--- src/rtl/issue_scheduler.sv ---
`default_nettype none
// ============================================================================
// Module   : issue_scheduler
// Purpose  : Per-FU round-robin issue arbiter between the reservation station
//            and the execution units. Each FU gets a valid/ready offer and the
//            RS gets a one-hot clear for every accepted entry.
// Options  : ISSUE_STATS_EN adds per-FU saturating issue and stall counters.
// Revision : 1.0 - initial release
// ============================================================================
module issue_scheduler #(
    parameter int RS_ENTRIES = 8,
    parameter int NUM_FUS    = 2,
    parameter int IDX_W      = $clog2(RS_ENTRIES),
    parameter int FU_W       = (NUM_FUS > 1) ? $clog2(NUM_FUS) : 1
) (
    input  logic                        clk,
    input  logic                        rst,
    input  logic                        flush,
    input  logic [RS_ENTRIES-1:0]       reqs,
    input  logic [RS_ENTRIES*FU_W-1:0]  req_fu,
    input  logic [NUM_FUS-1:0]          fu_ready,
    output logic [NUM_FUS-1:0]          issue_valid,
    output logic [NUM_FUS*IDX_W-1:0]    issue_idx,
    output logic [RS_ENTRIES-1:0]       issue_clear
);

    typedef enum logic [0:0] {
        S_IDLE  = 1'b0,
        S_OFFER = 1'b1
    } state_t;

    logic [NUM_FUS-1:0]                 w_hs;
    logic [NUM_FUS-1:0][RS_ENTRIES-1:0] w_clr;

    // Returns {found, index} of the first set bit at or above base, wrapping.
    function automatic logic [IDX_W:0] f_pick(input logic [RS_ENTRIES-1:0] cand,
                                              input logic [IDX_W-1:0]      base);
        logic             found;
        logic [IDX_W-1:0] sel;
        int               j;
        found = 1'b0;
        sel   = '0;
        for (int k = 0; k < RS_ENTRIES; k++) begin
            j = int'(base) + k;
            if (j >= RS_ENTRIES) j = j - RS_ENTRIES;
            if (!found && cand[j]) begin
                found = 1'b1;
                sel   = IDX_W'(j);
            end
        end
        return {found, sel};
    endfunction

    for (genvar f = 0; f < NUM_FUS; f++) begin : g_fu
        state_t                r_state, w_state_nxt;
        logic [IDX_W-1:0]      r_ptr, w_ptr_nxt;
        logic [IDX_W-1:0]      r_idx, w_idx_nxt;
        logic [IDX_W-1:0]      w_idx_inc, w_base, w_sel;
        logic [RS_ENTRIES-1:0] w_cand;
        logic                  w_found, w_offer;

        assign w_offer   = (r_state == S_OFFER);
        // Reset also blocks the handshake so a discarded offer never clears.
        assign w_hs[f]   = w_offer & fu_ready[f] & ~flush & ~rst;
        assign w_idx_inc = (r_idx == IDX_W'(RS_ENTRIES-1)) ? '0 : r_idx + IDX_W'(1);
        assign w_base    = w_hs[f] ? w_idx_inc : r_ptr;

        for (genvar i = 0; i < RS_ENTRIES; i++) begin : g_cand
            assign w_cand[i] = reqs[i]
                             & (req_fu[i*FU_W +: FU_W] == FU_W'(f))
                             & ~(w_offer & (r_idx == IDX_W'(i)));
        end

        assign {w_found, w_sel} = f_pick(w_cand, w_base);

        always_comb begin
            w_state_nxt = r_state;
            w_ptr_nxt   = r_ptr;
            w_idx_nxt   = r_idx;
            if (flush) begin
                w_state_nxt = S_IDLE;
                w_ptr_nxt   = '0;
            end else begin
                case (r_state)
                    S_IDLE: begin
                        if (w_found) begin
                            w_idx_nxt   = w_sel;
                            w_state_nxt = S_OFFER;
                        end
                    end
                    S_OFFER: begin
                        if (w_hs[f]) begin
                            w_ptr_nxt = w_idx_inc;
                            if (w_found) begin
                                w_idx_nxt = w_sel;
                            end else begin
                                w_state_nxt = S_IDLE;
                            end
                        end
                    end
                    default: w_state_nxt = S_IDLE;
                endcase
            end
        end

        always_ff @(posedge clk) begin
            if (rst) begin
                r_state <= S_IDLE;
                r_ptr   <= '0;
                r_idx   <= '0;
            end else begin
                r_state <= w_state_nxt;
                r_ptr   <= w_ptr_nxt;
                r_idx   <= w_idx_nxt;
            end
        end

        assign issue_valid[f]              = w_offer;
        assign issue_idx[f*IDX_W +: IDX_W] = r_idx;
        assign w_clr[f] = w_hs[f] ? (RS_ENTRIES'(1) << r_idx) : '0;
    end

    always_comb begin
        issue_clear = '0;
        for (int f = 0; f < NUM_FUS; f++) begin
            issue_clear = issue_clear | w_clr[f];
        end
    end

`ifdef ISSUE_STATS_EN
    logic [31:0] issue_cnt [NUM_FUS];
    logic [31:0] stall_cnt [NUM_FUS];

    always_ff @(posedge clk) begin
        if (rst) begin
            for (int f = 0; f < NUM_FUS; f++) begin
                issue_cnt[f] <= '0;
                stall_cnt[f] <= '0;
            end
        end else begin
            for (int f = 0; f < NUM_FUS; f++) begin
                if (w_hs[f] && (issue_cnt[f] != '1)) issue_cnt[f] <= issue_cnt[f] + 32'd1;
                if (issue_valid[f] && !fu_ready[f] && (stall_cnt[f] != '1))
                    stall_cnt[f] <= stall_cnt[f] + 32'd1;
            end
        end
    end
`endif

endmodule
`default_nettype wire

--- config.mk ---
export PLATFORM = sky130hd
export DESIGN_NAME = issue_scheduler
export DESIGN_NICKNAME = d
export VERILOG_FILES = /design/src/rtl/issue_scheduler.sv
export SDC_FILE = /design/constraint.sdc
export NUM_CORES = 1
export LEC_CHECK = 0
export ABC_AREA = 0
export CAP_MARGIN = 10
export CORE_MARGIN = 2
export CORE_UTILIZATION = 57
export DETAILED_ROUTE_END_ITERATION = 8
export HOLD_SLACK_MARGIN = 0.08
export PLACE_DENSITY = 0.82
export SLEW_MARGIN = 20
export SYNTH_ARGS = -nofsm -noshare
export SYNTH_HDL_FRONTEND = slang
export SYNTH_SLANG_ARGS = --single-unit
--- constraint.sdc ---
create_clock -name clk -period 6.04 [get_ports clk]
set_input_delay 1.208 -clock clk [delete_from_list [all_inputs] [get_ports clk]]
set_output_delay 1.208 -clock clk [all_outputs]
set_load 0.02 [all_outputs]
==> flow_summary.ini, run 1 <==
[outcome]
status = finished, final reports clean

[floorplanning]
die_x_um = 74.9
core_um2 = 4790
initial_core_util_pct = 59.9
pin_count = 37
rows = 25
die_area_um2 = 5610
die_h_um = 74.9

[global_route]
grt_max_degree = 16
overflow = 0
grtUsageTotal_pct = 31.6
antenna_found_initial = 0
grt_pass1_vias = 2831
grt_first_pass_wirelength_mm = 13.8

[place]
hpwl_mm = 6.83
gp_congestion = 1.03
post_dp_cell_area_um2 = 3330
io_buffers = 36

[yosys]
synth_edf_count = 0
syn_avg_cell_area_um2 = 7.63
synth_seq_cells = 14
synth_area_um2 = 2870
async_flop_share_pct = 0
ys.flop_type = dfxtp_1
synth_top_area_share_pct = 12.6
synth_cell_types = 63
synth_largest_area_cell = mux2i_1
ys_seq_area_share_pct = 9.77
synth_area_leaders = mux2i_1 13%, dfxtp_1 9.8%, ha_1 7.4%
ys_warn_count = 0
synthCells = 376
mappedNetlistNets = 414

[detailed_routing]
drc = 0
drtAntennaViolNets = 0
wl_met1_mm = 4.12
wl_per_cell_um = 18.1
top_layer = met4
drt-pass1-iter-count = 5
wl_met3_um = 723
vias = 3137
drt_iter0_markers = 268
wl_met2_mm = 3.74
viasPerCell = 6.56
routed_wl_mm = 8.63

[min_path]
hold_path_class = register to register

[power_and_ir_drop]
p_leak_nw = 1.36
seq_power_share_pct = 27.9
switching_share_pct = 40.9
power.switching_mw = 0.164
comb_power_share_pct = 52.9
max-vdd-ir-drop_mv = 0.192
power.share.clock_pct = 19.2
p_int_mw = 0.238
power_density_nw_per_um2 = 119

[clock_tree]
cts-root-buf = clkbuf_8
cts_tree = yes
cts.sinks = 14
cts_setup_buffers = 0
cts_buffers = 3
postCtsResizedCells = 0
ctsHoldBuffers = 0
cts.htree.levels = 1
cts.clk_slew.worst_paths_ns = 0.06
clkLatencyLatePin_ns = 0.25
clockBufferDepth = 2

[setup_path]
criticalPathCategory = primary input to register
cp-end-kind = register
critPathMaxFanout = 11
required_ns = 6.14
start_kind = primary input
arrival_ns = 5.61

[final_layout]
drive_above_1_share_pct = 14.6
nNetsFinal = 451
fin_area_um2 = 3370
syn_to_final_growth_pct = 17.5
num_antenna_cells = 0

[timing]
drv_slew = 0
fin_crit_sh_pct = 91.2
worstMarginPinSlew_ns = 0.633
finClkSkew_ns = 0.00331
max_slew_margin_pct = 56.7
setup_viol = 0
fmaxAchievable_mhz = 182
rsz0062_at_grt = false
fin_crit_ns = 5.51
setup_tns_ns = 0
hold_violations = 0

[flow_run]
max-cap-violations = 0
power groups by stage:
stage | combinational (mW) | clock [mW] | sequential [mW]
after CTS | 0.209 | 0.0771 | 0.111
final | 0.213 | 0.0771 | 0.112
after global routing | 0.232 | 0.0815 | 0.113
after floorplan | 0.144 | 0 | 0.111
after global placement | 0.204 | 0 | 0.113
after detailed placement | 0.208 | 0 | 0.113
registers in the layout (all words and copies together), names as in the netlist:
| signal | cells |
|---|---|
| g_fu.r_state | 2 |
| g_fu.r_idx | 6 |
| g_fu.r_ptr | 6 |
final cells by class:
| class | instances | area [um^2] |
|---|---|---|
| Clock buffer | 3 | 41.3 |
| Fill cell | 419 | 1420 |
| Inverter | 23 | 86.3 |
| Multi-Input combinational cell | 321 | 2410 |
| Sequential cell | 14 | 280 |
| Tap cell | 67 | 83.8 |
| Timing Repair Buffer | 50 | 465 |
per-stage QoR:
step           setup WS [ns]  power [mW]  cells  util [%]  hold WS, ns
5_1_grt                0.135       0.426    478      70.4        0.579
2_1_floorplan           1.03       0.256    376         -        0.576
6_report               0.531       0.402    478      70.4        0.546
3_5_place_dp           0.404       0.321    475      69.6        0.523
3_3_place_gp           0.486       0.317    475      69.6        0.510
4_1_cts                0.661       0.398    478      70.4        0.535
critical path, cell delays in order:
cell,delay [ns]
clkdlybuf4s50_1,0.44
buf_4,0.19
nor4bb_2,0.31
buf_4,0.24
mux2i_4,0.26
inv_2,0.16
ha_1,0.26
or2_2,0.30
a21oi_1,0.28
o21ai_0,0.17
o22ai_1,0.34
nor4_1,0.13
o211ai_1,0.32
o31ai_2,0.26
a2111oi_0,0.64
a211oi_1,0.10
layer usage:
metal  track usage, %  vias to the layer above
met5                0                        -
met4             4.37                        0
met3             2.95                        8
met2             48.9                      162
met1             48.5                     1476
li1                 -                     1491
path summary, 6_finish.rpt:
path / start / endpoint / slack (ns) / cells past startpoint
worst min register to register: g_fu[0].r_ptr[0]$_SDFFE_PP0P_ / g_fu[0].r_ptr[0]$_SDFFE_PP0P_ / 0.55 / 2
worst max register to register: g_fu[0].r_state$_SDFF_PP0_ / g_fu[0].r_idx[2]$_SDFFE_PP0P_ / 1.56 / 13
worst max-delay path: rst / g_fu[1].r_idx[1]$_SDFFE_PP0P_ / 0.53 / 16
worst min-delay path: g_fu[0].r_ptr[0]$_SDFFE_PP0P_ / g_fu[0].r_ptr[0]$_SDFFE_PP0P_ / 0.55 / 2
synthesized netlist by cell type (3+ instances only):
| master | instances |
|---|---|
| nand2_1 | 30 |
| and3_1 | 3 |
| a21oi_1 | 17 |
| dfxtp_1 | 14 |
| nor3_1 | 8 |
| nor4_1 | 3 |
| o211ai_1 | 3 |
| xnor2_1 | 3 |
| o21ai_0 | 19 |
| and2_1 | 3 |
| nor2b_1 | 5 |
| a21o_1 | 5 |
| mux2_2 | 18 |
| ha_1 | 17 |
| nand2b_1 | 11 |
| a22o_1 | 5 |
| inv_1 | 20 |
| o22ai_1 | 14 |
| or2_2 | 7 |
| a211oi_1 | 10 |
| mux4_2 | 5 |
| clkbuf_1 | 6 |
| and3b_1 | 3 |
| nand3_1 | 7 |
| a311oi_1 | 3 |
| a31oi_1 | 4 |
| buf_2 | 5 |
| o21bai_1 | 3 |
| nand4_1 | 5 |
| buf_4 | 5 |
| a32o_1 | 3 |
| mux2i_1 | 36 |
| nor2_1 | 37 |
cells by family (layout without fill, tap and decap cells):
group                    Yosys count  count (layout)  share of synthesized area [%]
XOR/XNOR                           3               3                          0.916
multiplexers                      62              62                           25.6
AND/OR/NAND/NOR                  130             130                           23.2
flip-flops                        14              14                           9.77
adder cells (fa/ha/maj)           17              17                           7.42
buffers and inverters             41              76                           6.50
AO/OA/AOI/OAI                    109             109                           26.6
cells in the final DEF, fill, tap and decap left out, types with 17 or more instances in the layout:
cell type,instances
nor2_1,37
mux2i_1,36
clkdlybuf4s50_1,36
nand2_1,30
inv_1,20
o21ai_0,19
mux2_2,18
a21oi_1,17
ha_1,17
Power figures use the tool's default switching activity.
==> run 2: changes to the inputs <==
Settings changed: CORE_MARGIN 2 to not set, CTS_CLUSTER_SIZE set to 8, MAX_ROUTING_LAYER set to met4.
==> run 2 against run 1 <==
Effect of this change: sequential cell count is the same; critical endpoint is now g_fu[1].r_idx[2]$_SDFFE_PP0P_; power is essentially flat; global-route usage grew 3.8 points; maximum frequency shrank 0.97%; sequential power is essentially flat; cell count grew 0.42%.
==> flow_summary.ini, run 2 (synthesis gave the netlist of run 1 again) <==
[clock_tree]
cts_buffers = 3
cts.htree.levels = 1
cts.clk_slew.worst_paths_ns = 0.05
postCtsResizedCells = 0
clkLatencyLatePin_ns = 0.24
clockBufferDepth = 2
cts_setup_buffers = 0
cts-root-buf = clkbuf_8
ctsHoldBuffers = 0
cts_tree = yes
cts.sinks = 14

[power_and_ir_drop]
max-vdd-ir-drop_mv = 0.159
seq_power_share_pct = 27.9
power.share.clock_pct = 18.6
switching_share_pct = 40.8
p_int_mw = 0.238
power_density_nw_per_um2 = 119
p_leak_nw = 1.37
comb_power_share_pct = 53.5
power.switching_mw = 0.164
p_total_mw = 0.402

[timing]
hold_violations = 0
setup_tns_ns = 0
fin_crit_sh_pct = 92.1
rsz0062_at_grt = false
setup_viol = 0
max_slew_margin_pct = 54.1
worstMarginPinSlew_ns = 0.683
setup_ws_ns = 0.477
finClkSkew_ns = 0.00344
fin_crit_ns = 5.56
fmaxAchievable_mhz = 180
drv_slew = 0

[floorplanning]
die_area_um2 = 5320
die_x_um = 72.9
core_um2 = 4790
rows = 25
initial_core_util_pct = 59.9
pin_count = 37
die_h_um = 72.9

[setup_path]
crit_top_cell = buf_4
cp-end-kind = register
reg2reg_to = g_fu[0].r_idx[0]$_SDFFE_PP0P_
crit_chain = clkdlybuf4s50_1 > buf_4 > nor4bb_2 > buf_4 > mux2i_1 > clkinv_1 > buf_4 > ha_1 > or2_2 > a21o_1 > nand3_1 > o22ai_1 > nor4_1 > o211ai_1 > o31ai_2 > a2111oi_0 > a211oi_1
critPathMaxFanout = 10
criticalPathCategory = primary input to register
max_stage_delay_ns = 0.60
slowest_stage = o31ai_2
ff2ff_setup_slack_ns = 1.47
reg2reg_depth = 12
required_ns = 6.19
arrival_ns = 5.72
start_kind = primary input
r2r-start = g_fu[0].r_state$_SDFF_PP0_

[place]
io_buffers = 36
place_ws_ns = 0.281
post_dp_cell_area_um2 = 3340
gp_congestion = 0.964
hpwl_mm = 7.06

[final_layout]
syn_to_final_growth_pct = 18.1
top_regs = g_fu.r_idx: 6 flops, g_fu.r_ptr: 6 flops, g_fu.r_state: 2 flops
num_antenna_cells = 0
fill_cells = 411
fin_area_um2 = 3390
final-seq-area_um2 = 280
multiInputGateArea_um2 = 2410
nNetsFinal = 453
drive_above_1_share_pct = 15.0
final_common_cell = nor2_1
final_cell_mix = 37 x nor2_1, 36 x mux2i_1, 36 x clkdlybuf4s50_1

[min_path]
whs_path_depth = 2
min_from = g_fu[0].r_ptr[0]$_SDFFE_PP0P_
hold_path_class = register to register
min_to = g_fu[0].r_ptr[0]$_SDFFE_PP0P_

[detailed_routing]
drt-pass1-iter-count = 7
drc = 0
drtAntennaViolNets = 0
viasPerCell = 6.56
routed_wl_mm = 8.82
drt_iter0_markers = 278
wl_per_cell_um = 18.4
vias = 3147

[global_route]
overflow = 0
grt_first_pass_wirelength_mm = 14.2
grt_max_degree = 15
antenna_found_initial = 0
grt_pass1_vias = 2868
grtUsageTotal_pct = 35.4

[flow_run]
max-cap-violations = 0

[outcome]
status = finished, final reports clean
[run 2: cell types whose count changed in the layout (fill, tap and decap cells not counted), sizes merged]
cell / before / now
buf: 14 / 16
[run 2: per-layer routing]
metal	vias up	routed length, um	GRT usage (%)
met2	190	3780	53.9
met5	-	0	-
li1	1496	-	-
met3	17	788	3.73
met1	1444	4140	51.2
met4	0	106	5.88
[run 2: final cells by class]
| class | count | share of cell area (%) |
|---|---|---|
| Multi-Input combinational cell | 321 | 71.3 |
| Inverter | 23 | 2.55 |
| Timing Repair Buffer | 52 | 14.2 |
| Sequential cell | 14 | 8.28 |
| Clock buffer | 3 | 1.22 |
| Tap cell | 67 | 2.48 |
[run 2: critical path, delay by kind of cell]
| kind | cells | cell delay (ns) |
|---|---|---|
| mux | 1 | 0.25 |
| simple gates | 4 | 1.17 |
| compound gates | 6 | 1.72 |
| fa+ha+maj | 1 | 0.24 |
| buf+inv | 5 | 1.13 |
[run 2: per-stage QoR]
step / instances / util, % / hold slack [ns]
2_1_floorplan: 376 / - / 0.576
3_3_place_gp: 477 / 69.9 / 0.528
3_5_place_dp: 477 / 69.9 / 0.535
4_1_cts: 480 / 70.7 / 0.548
5_1_grt: 480 / 70.7 / 0.581
6_report: 480 / 70.7 / 0.545
[run 2: how the worst max path moves through the flow]
stage,to,slack (ns),from,cells past startpoint
after floorplan,g_fu[0].r_idx[1]$_SDFFE_PP0P_,1.03,rst,13
after global placement,g_fu[1].r_idx[2]$_SDFFE_PP0P_,0.26,rst,17
after detailed placement,g_fu[1].r_idx[2]$_SDFFE_PP0P_,0.28,rst,17
after CTS,g_fu[1].r_idx[2]$_SDFFE_PP0P_,0.52,rst,17
after global routing,g_fu[1].r_idx[1]$_SDFFE_PP0P_,0.21,rst,17
final,g_fu[1].r_idx[2]$_SDFFE_PP0P_,0.48,rst,17
[run 2: power groups by stage]
stage	sequential (mW)	clock (mW)	combinational, mW
after floorplan	0.111	0	0.144
after global placement	0.113	0	0.205
after detailed placement	0.113	0	0.209
after CTS	0.111	0.0770	0.210
after global routing	0.113	0.0812	0.233
final	0.112	0.0749	0.215
